## src/rtl/conv2d_pkg.sv

```systemverilog
// Shared types and fixed-point helpers for the sequential conv2d engine.
package conv2d_pkg;

  localparam int ACC_W_DEF = 40;

  typedef enum logic [2:0] {
    S_IDLE,
    S_MAC,
    S_DRAIN,
    S_OUTPUT,
    S_DONE
  } state_e;

  // Full-precision Q-format product, rescaled back to the data Q format.
  function automatic logic signed [31:0] mul_shift(input logic signed [15:0] a,
                                                   input logic signed [15:0] b,
                                                   input int frac);
    logic signed [31:0] p;
    p = 32'(a) * 32'(b);
    return p >>> frac;
  endfunction

  function automatic logic signed [15:0] sat16(input logic signed [63:0] v);
    if (v > 64'sd32767)  return 16'sh7fff;
    if (v < -64'sd32768) return 16'sh8000;
    return v[15:0];
  endfunction

endpackage

```

## src/rtl/conv2d_mac.sv

```systemverilog
// Single multiply-accumulate slice; the first product of a window is added
// onto the channel bias instead of the running sum.
module conv2d_mac
  import conv2d_pkg::*;
#(
  parameter int ACC_W     = ACC_W_DEF,
  parameter int FRAC_BITS = 8
) (
  input  logic                    clk,
  input  logic                    rst_n,
  input  logic                    en_i,
  input  logic                    ld_i,
  input  logic signed [15:0]      px_i,
  input  logic signed [15:0]      wt_i,
  input  logic signed [15:0]      bias_i,
  output logic signed [ACC_W-1:0] acc_o
);

  logic signed [ACC_W-1:0] acc_q, acc_d, base, prod;

  always_comb begin
    prod  = ACC_W'(mul_shift(px_i, wt_i, FRAC_BITS));
    base  = ld_i ? ACC_W'(bias_i) : acc_q;
    acc_d = en_i ? base + prod : acc_q;
  end

  always_ff @(posedge clk or negedge rst_n) begin
    if (!rst_n) acc_q <= '0;
    else        acc_q <= acc_d;
  end

  assign acc_o = acc_q;

endmodule

```

## src/rtl/conv2d_seq_engine.sv

```systemverilog
// Sequential 2D convolution: one pixel*weight product per cycle, one output
// beat per (x, y, channel) handed out over a ready/valid port.
module conv2d_seq_engine
  import conv2d_pkg::*;
#(
  parameter  int IN_W      = 64,
  parameter  int IN_H      = 64,
  parameter  int IN_CH     = 1,
  parameter  int K         = 3,
  parameter  int OUT_CH    = 30,
  parameter  int STRIDE    = 1,
  parameter  int FRAC_BITS = 8,
  parameter  int ACC_W     = ACC_W_DEF,
  localparam int OUT_W     = (IN_W - K) / STRIDE + 1,
  localparam int OUT_H     = (IN_H - K) / STRIDE + 1,
  localparam int NWT       = OUT_CH * IN_CH * K * K,
  localparam int NPX       = IN_W * IN_H * IN_CH,
  localparam int WA_W      = (NWT > 1) ? $clog2(NWT) : 1,
  localparam int BA_W      = (OUT_CH > 1) ? $clog2(OUT_CH) : 1,
  localparam int PA_W      = (NPX > 1) ? $clog2(NPX) : 1,
  localparam int OX_W      = (OUT_W > 1) ? $clog2(OUT_W) : 1,
  localparam int OY_W      = (OUT_H > 1) ? $clog2(OUT_H) : 1,
  localparam int KC_W      = (K > 1) ? $clog2(K) : 1,
  localparam int CC_W      = (IN_CH > 1) ? $clog2(IN_CH) : 1
) (
  input  logic                   clk,
  input  logic                   reset,
  input  logic                   start,
  input  logic                   relu_en,
  output logic                   busy,
  output logic                   done,
  input  logic                   wt_we,
  input  logic [WA_W-1:0]        wt_addr,
  input  logic signed [15:0]     wt_data,
  input  logic                   bias_we,
  input  logic [BA_W-1:0]        bias_addr,
  input  logic signed [15:0]     bias_data,
  output logic                   px_rd,
  output logic [PA_W-1:0]        px_addr,
  input  logic signed [15:0]     px_data,
  output logic                   out_valid,
  input  logic                   out_ready,
  output logic signed [15:0]     out_data,
  output logic [OX_W-1:0]        out_x,
  output logic [OY_W-1:0]        out_y,
  output logic [BA_W-1:0]        out_ch
);

  state_e             state_q;
  logic [KC_W-1:0]    kx_q, ky_q;
  logic [CC_W-1:0]    c_q;
  logic [OX_W-1:0]    ox_q;
  logic [OY_W-1:0]    oy_q;
  logic [BA_W-1:0]    n_q;
  logic               relu_q, out_valid_q, rd_dly_q, first_dly_q;
  logic               last_tap, last_beat;
  int                 px_idx, wt_idx;

  logic signed [15:0] wt_mem   [NWT];
  logic signed [15:0] bias_mem [OUT_CH];
  logic signed [15:0] wt_q, bias_rd;
  logic signed [ACC_W-1:0] acc, acc_r;

  assign last_tap  = (kx_q == KC_W'(K - 1)) && (ky_q == KC_W'(K - 1)) &&
                     (c_q == CC_W'(IN_CH - 1));
  assign last_beat = (n_q == BA_W'(OUT_CH - 1)) && (ox_q == OX_W'(OUT_W - 1)) &&
                     (oy_q == OY_W'(OUT_H - 1));

  always_comb begin
    px_idx = ((int'(oy_q) * STRIDE + int'(ky_q)) * IN_W + int'(ox_q) * STRIDE +
              int'(kx_q)) * IN_CH + int'(c_q);
    wt_idx = ((int'(n_q) * IN_CH + int'(c_q)) * K + int'(ky_q)) * K + int'(kx_q);
  end

  // Coefficient storage survives reset; writes land only while idle.
  always_ff @(posedge clk) begin
    if (state_q == S_IDLE && wt_we && int'(wt_addr) < NWT)
      wt_mem[wt_addr] <= wt_data;
    if (state_q == S_IDLE && bias_we && int'(bias_addr) < OUT_CH)
      bias_mem[bias_addr] <= bias_data;
    wt_q <= wt_mem[WA_W'(wt_idx)];
  end

  assign bias_rd = bias_mem[n_q];

  always_ff @(posedge clk or negedge reset) begin
    if (!reset) begin
      state_q     <= S_IDLE;
      kx_q        <= '0;
      ky_q        <= '0;
      c_q         <= '0;
      ox_q        <= '0;
      oy_q        <= '0;
      n_q         <= '0;
      relu_q      <= 1'b0;
      out_valid_q <= 1'b0;
      rd_dly_q    <= 1'b0;
      first_dly_q <= 1'b0;
    end else begin
      // px_data and wt_q for a read issued this cycle arrive next cycle.
      rd_dly_q    <= (state_q == S_MAC);
      first_dly_q <= (state_q == S_MAC) && kx_q == '0 && ky_q == '0 && c_q == '0;
      case (state_q)
        S_IDLE: if (start) begin
          state_q <= S_MAC;
          relu_q  <= relu_en;
        end
        S_MAC: begin
          if (last_tap) state_q <= S_DRAIN;
          if (kx_q == KC_W'(K - 1)) begin
            kx_q <= '0;
            if (ky_q == KC_W'(K - 1)) begin
              ky_q <= '0;
              c_q  <= (c_q == CC_W'(IN_CH - 1)) ? '0 : c_q + 1'b1;
            end else ky_q <= ky_q + 1'b1;
          end else kx_q <= kx_q + 1'b1;
        end
        S_DRAIN: begin
          state_q     <= S_OUTPUT;
          out_valid_q <= 1'b1;
        end
        S_OUTPUT: if (out_ready) begin
          out_valid_q <= 1'b0;
          if (last_beat) begin
            state_q <= S_DONE;
            n_q     <= '0;
            ox_q    <= '0;
            oy_q    <= '0;
          end else begin
            state_q <= S_MAC;
            if (n_q == BA_W'(OUT_CH - 1)) begin
              n_q <= '0;
              if (ox_q == OX_W'(OUT_W - 1)) begin
                ox_q <= '0;
                oy_q <= oy_q + 1'b1;
              end else ox_q <= ox_q + 1'b1;
            end else n_q <= n_q + 1'b1;
          end
        end
        S_DONE:  state_q <= S_IDLE;
        default: state_q <= S_IDLE;
      endcase
    end
  end

  conv2d_mac #(.ACC_W(ACC_W), .FRAC_BITS(FRAC_BITS)) u_mac (
    .clk    (clk),
    .rst_n  (reset),
    .en_i   (rd_dly_q),
    .ld_i   (first_dly_q),
    .px_i   (px_data),
    .wt_i   (wt_q),
    .bias_i (bias_rd),
    .acc_o  (acc)
  );

  // Accumulator is frozen in OUTPUT, so the beat holds while stalled.
  assign acc_r     = (relu_q && acc[ACC_W-1]) ? '0 : acc;
  assign out_data  = sat16(64'(acc_r));
  assign out_valid = out_valid_q;
  assign out_x     = ox_q;
  assign out_y     = oy_q;
  assign out_ch    = n_q;
  assign px_rd     = (state_q == S_MAC);
  assign px_addr   = PA_W'(px_idx);
  assign busy      = (state_q != S_IDLE);
  assign done      = (state_q == S_DONE);

endmodule

```

## config.mk

```make
export PLATFORM = sky130hd
export DESIGN_NAME = conv2d_seq_engine
export DESIGN_NICKNAME = d
export VERILOG_FILES = /design/src/rtl/conv2d_pkg.sv /design/src/rtl/conv2d_mac.sv /design/src/rtl/conv2d_seq_engine.sv
export SDC_FILE = /design/constraint.sdc
export NUM_CORES = 2
export LEC_CHECK = 0
export CAP_MARGIN = 10
export CORE_MARGIN = 5
export CORE_UTILIZATION = 34
export DETAILED_ROUTE_END_ITERATION = 16
export DONT_BUFFER_PORTS = 1
export HOLD_SLACK_MARGIN = 0.02
export PLACE_DENSITY = 0.5
export SETUP_SLACK_MARGIN = 0.15
export SYNTH_ARGS = -nofsm -noshare
export SYNTH_HDL_FRONTEND = slang
export SYNTH_MEMORY_MAX_BITS = 65536
export SYNTH_SLANG_ARGS = --single-unit
```

## constraint.sdc

```tcl
create_clock -name clk -period 10.46 [get_ports clk]
set_input_delay 3.138 -clock clk [delete_from_list [all_inputs] [get_ports clk]]
set_output_delay 3.138 -clock clk [all_outputs]
set_load 0.01 [all_outputs]
```

==> results by stage <==
Yosys:
- After synthesis, the share of flip-flops with an asynchronous set or reset is ~1.4%.
- The number of warnings reported in the yosys synthesis log is 0.
- The number of flops mapped to enable cells by yosys is between 4,000 and 5,000.
- Counting every instance in the synthesized netlist gives between 9,000 and 10,000.
- The area share of the largest cell type after synthesis is between 70 and 80%.
- For this run, the register share of the synthesized area comes to between 70% and 80%.
- By area the synthesized netlist is led by edfxtp_1 72%, mux4_2 17%, fa_1 2.7%, ha_1 0.94%, dfrtp_1 0.85%.
- The cell area that synthesis handed to floorplanning was about 0.2 mm².
- The register bit total from synthesis is 4,884.
- The number of nets handed over by synthesis was between 9,000 and 10,000.
- Among all flip-flop cells after synthesis, the most frequent one is edfxtp_1.
- The leading area contributor after synthesis is edfxtp_1.
- The number of different library cells used by synthesis comes to 64.
- After synthesis, the mean cell area works out to 21.8 µm².

Placed design:
- The number of buffer cells added on primary ports is 0.
- The pre-CTS setup slack is -791 ps.
- The number of placed instances, taps included is between 15,000 and 20,000.
- The HPWL after detailed placement is a little under 300,000 µm.
- At the end of routability-driven placement, the weighted congestion stood at roughly 0.8.

Global routing:
- In the global route stage, overall resource usage came out at between 10% and 20%.
- The global-route wire length before repair is between 700,000 and 800,000 µm.
- The number of antenna violations at the first check in global routing is 24.
- For this run the aggregate overflow at the end of global routing stands at 0.
- The number of global-route vias before repair came to between 90,000 and 100k.
- Entering global routing, the biggest net connects between 200 and 300 pins.

Finish:
- The fraction of layout cells with a size suffix above 1 is between 20% and 30%.
- The number of fill cells is slightly above 50,000.
- The relative area change from synthesis to final layout is 14.7%.
- The post-layout net count is about 10,000.
- The flip-flop and latch area is around 0.15 mm².
- The area of the multi-input gates is about 0.050 mm².
- The non-filler instance count after layout is 18,000.
- The most common library cell in the layout ignoring fill and taps is edfxtp_1.
- Leaving out fill and tap cells, the most frequent cells in the layout are 4,800 x edfxtp_1, 1,536 x mux4_2, 535 x clkbuf_16.

Timing:
- The count of final max-slew check failures came to ~230.
- The pin slew with the least headroom to its limit is roughly 1900 ps.
- Setup repair after global routing left no endpoint under its margin.
- Of the available clock period, the critical path in the final layout requires a little over nine tenths.
- The final count of hold timing violations is 0.
- Across the routed clock network, the largest skew measured is just over 70 ps.
- Measured against its own limit, the worst slew margin works out to -24.4%.
- Static timing analysis puts the maximum clock frequency at between 0.1 and 0.15 GHz.
- After layout, the worst setup slack is 477 ps.
- After layout, the minimum clock period comes to roughly 10000 ps.
- The total of endpoints with negative setup slack in the final report is 0.

Clock tree:
- TritonCTS built the clock tree.
- In this run the clock root is driven by a clkbuf_16.
- Clock tree synthesis inserted a total of 526 buffers.
- The clock sink total is around 5,000.
- The clock transition at the registers of the reported paths is roughly 50 ps.
- The latest clock arrival within the worst-skew pair is about 1100 ps.
- The H-tree was split into 6 levels.
- The clock passes through at most 4 buffers.

Floorplan:
- The die area is between 0.6 and 0.7 mm².
- The count of standard-cell rows is 281.
- For this design the top-level I/O count stands at around 120.
- The floorplan step set the die width to between 700 and 800 µm.
- The core area is 0.585 mm².
- The effective utilization at floorplan is around a third.
- The overall die height is 775 µm.

Routing:
- The first-pass iteration count of the detailed router is 7.
- The violation count after the first detailed-routing iteration is about 9,400.
- In the final routed layout, each cell accounts on average for just under 30 µm.
- The count of vias placed by the detailed router is between 90,000 and 100k.
- The detailed-route vias per instance is 5.23.
- The final wirelength is 519,000 µm.
- The number of design rule violations left after detail routing is 0.
- The final antenna-violating net count is 0.

Min path:
- Along the worst hold path, the cell count comes to 2.
- The worst hold path belongs to the class flop to flop.
- The worst hold path terminates at u_mac.acc_o[7].
- The hold path startpoint is u_mac.acc_o[7].

Worst setup path:
- The worst register-to-register path has a depth of 35.
- In this design, the critical path's most frequently occurring cell is fa_1.
- The launch instance of the worst register-to-register path is wt_q[1].
- The worst setup path is captured at a flop.
- The worst reg-to-reg setup slack is 1600 ps.
- Data on the critical path is required at its endpoint by around 11,000 ps.
- The master of the slowest instance on the critical path is fa_1.
- The largest single stage delay on the critical path is between 500 and 600 ps.
- The startpoint-to-endpoint class of the critical path is primary input to flop.
- Data arrives at the worst endpoint at 10,880 ps.
- STA classifies the critical path startpoint as a primary input.
- The maximum fanout encountered on the critical timing path is 16.
- The critical register-to-register path endpoint is u_mac.acc_o[38].

Flow run:
- The tool flagged a number of max-cap violations equal to 0.

Outcome:
- The flow ran to the end, but the final reports show violations.
- The final reports fail on max-slew violations.
## state kept, by name, summed over array words and instances (netlist names)
signal	cells
out_x	6
out_ch	5
relu_q	1
out_y	6
u_mac.acc_o	40
state_q	3
rd_dly_q	1
bias_mem	480
kx_q	2
first_dly_q	1
ky_q	2
wt_q	16
out_valid	1
wt_mem	4320
## cells by family (layout without fill, tap and decap cells)
kind of cell	after synthesis	count (layout)	share of synthesized area [%]
flip-flops	4884	4884	73.4
other	0	8	0
AND/OR/NAND/NOR	998	998	2.18
multiplexers	1617	1617	17.8
AO/OA/AOI/OAI	345	345	1.02
buffers and inverters	803	1816	1.60
XOR/XNOR	89	89	0.391
adder cells (fa/ha/maj)	420	420	3.65
## per-layer routing
layer	share of wire, %	global-route usage, %
met5	0.0033	0
met3	5.9	2.65
met2	48	27.3
met1	44	24.5
met4	2.1	3.56
## worst max-delay path by stage
stage	from	end	slack, ps	depth (start not counted)
floorplan	px_data[13]	u_mac.acc_o[39]	-140	35
global placement	px_data[5]	u_mac.acc_o[35]	-790	36
detailed placement	px_data[5]	u_mac.acc_o[38]	-790	35
CTS	px_data[5]	u_mac.acc_o[38]	320	35
global route	px_data[10]	u_mac.acc_o[38]	170	36
finish	px_data[11]	u_mac.acc_o[38]	480	36
## area by class of cell
type	count	area share (%)
clock inverters	284	1.17
multi-input cells	3469	22.1
clock buffers	649	6.06
well taps	7782	4.26
inverters	339	0.557
repair buffers	544	1.95
diodes	8	0.00876
flip-flops and latches	4884	64.0
## worst max-delay path: cells and delay by family
family | cells | cell delay [ps]
buffers and inverters | 6 | 580
AO/OA/AOI/OAI | 16 | 2610
AND/OR/NAND/NOR | 4 | 570
adder cells (fa/ha/maj) | 8 | 3640
XOR/XNOR | 2 | 340
## repair_timing
item / in CTS / in global routing
buffers inserted: 0 / 3
hold buffers: 0 / 0
endpoints found under the setup margin: 0 / 10
gates resized for setup: 0 / 10
## synth_stat cells (3+ instances only)
cell,n
mux2_2,30
o31ai_1,5
o211ai_1,4
nor4_1,7
a21o_1,39
or2_2,3
nand2b_1,13
mux2i_1,51
nor2b_1,17
xor2_1,33
buf_1,32
nand3_1,37
dfxtp_1,16
edfxtp_1,4800
dfrtp_1,68
xnor2_1,56
o21bai_1,10
a211oi_1,9
o21ai_1,19
fa_1,268
and3_1,13
or3_1,5
o21ai_0,101
buf_6,4
nor2_1,415
and2_1,122
clkbuf_1,311
nor3_1,17
nand2_1,321
a21oi_1,121
a41oi_1,5
inv_1,337
nand4_1,18
o21a_1,8
nor3b_1,3
mux4_2,1536
ha_1,150
buf_2,117
## metrics by stage
step | setup TNS, ps | utilization [%] | area (µm²) | hold WS (ps)
floorplan | -252 | - | 199000 | 471
detailed placement | -9390 | 36.3 | 212000 | 502
finish | 0 | 39.1 | 229000 | 511
global route | 0 | 39.1 | 229000 | 542
CTS | 0 | 39.1 | 228000 | 513
global placement | -9490 | 36.3 | 212000 | 497
Power is left out: the tool's default activity adds up to more than one toggle a clock period on the data nets, which glitch-free logic cannot reach.
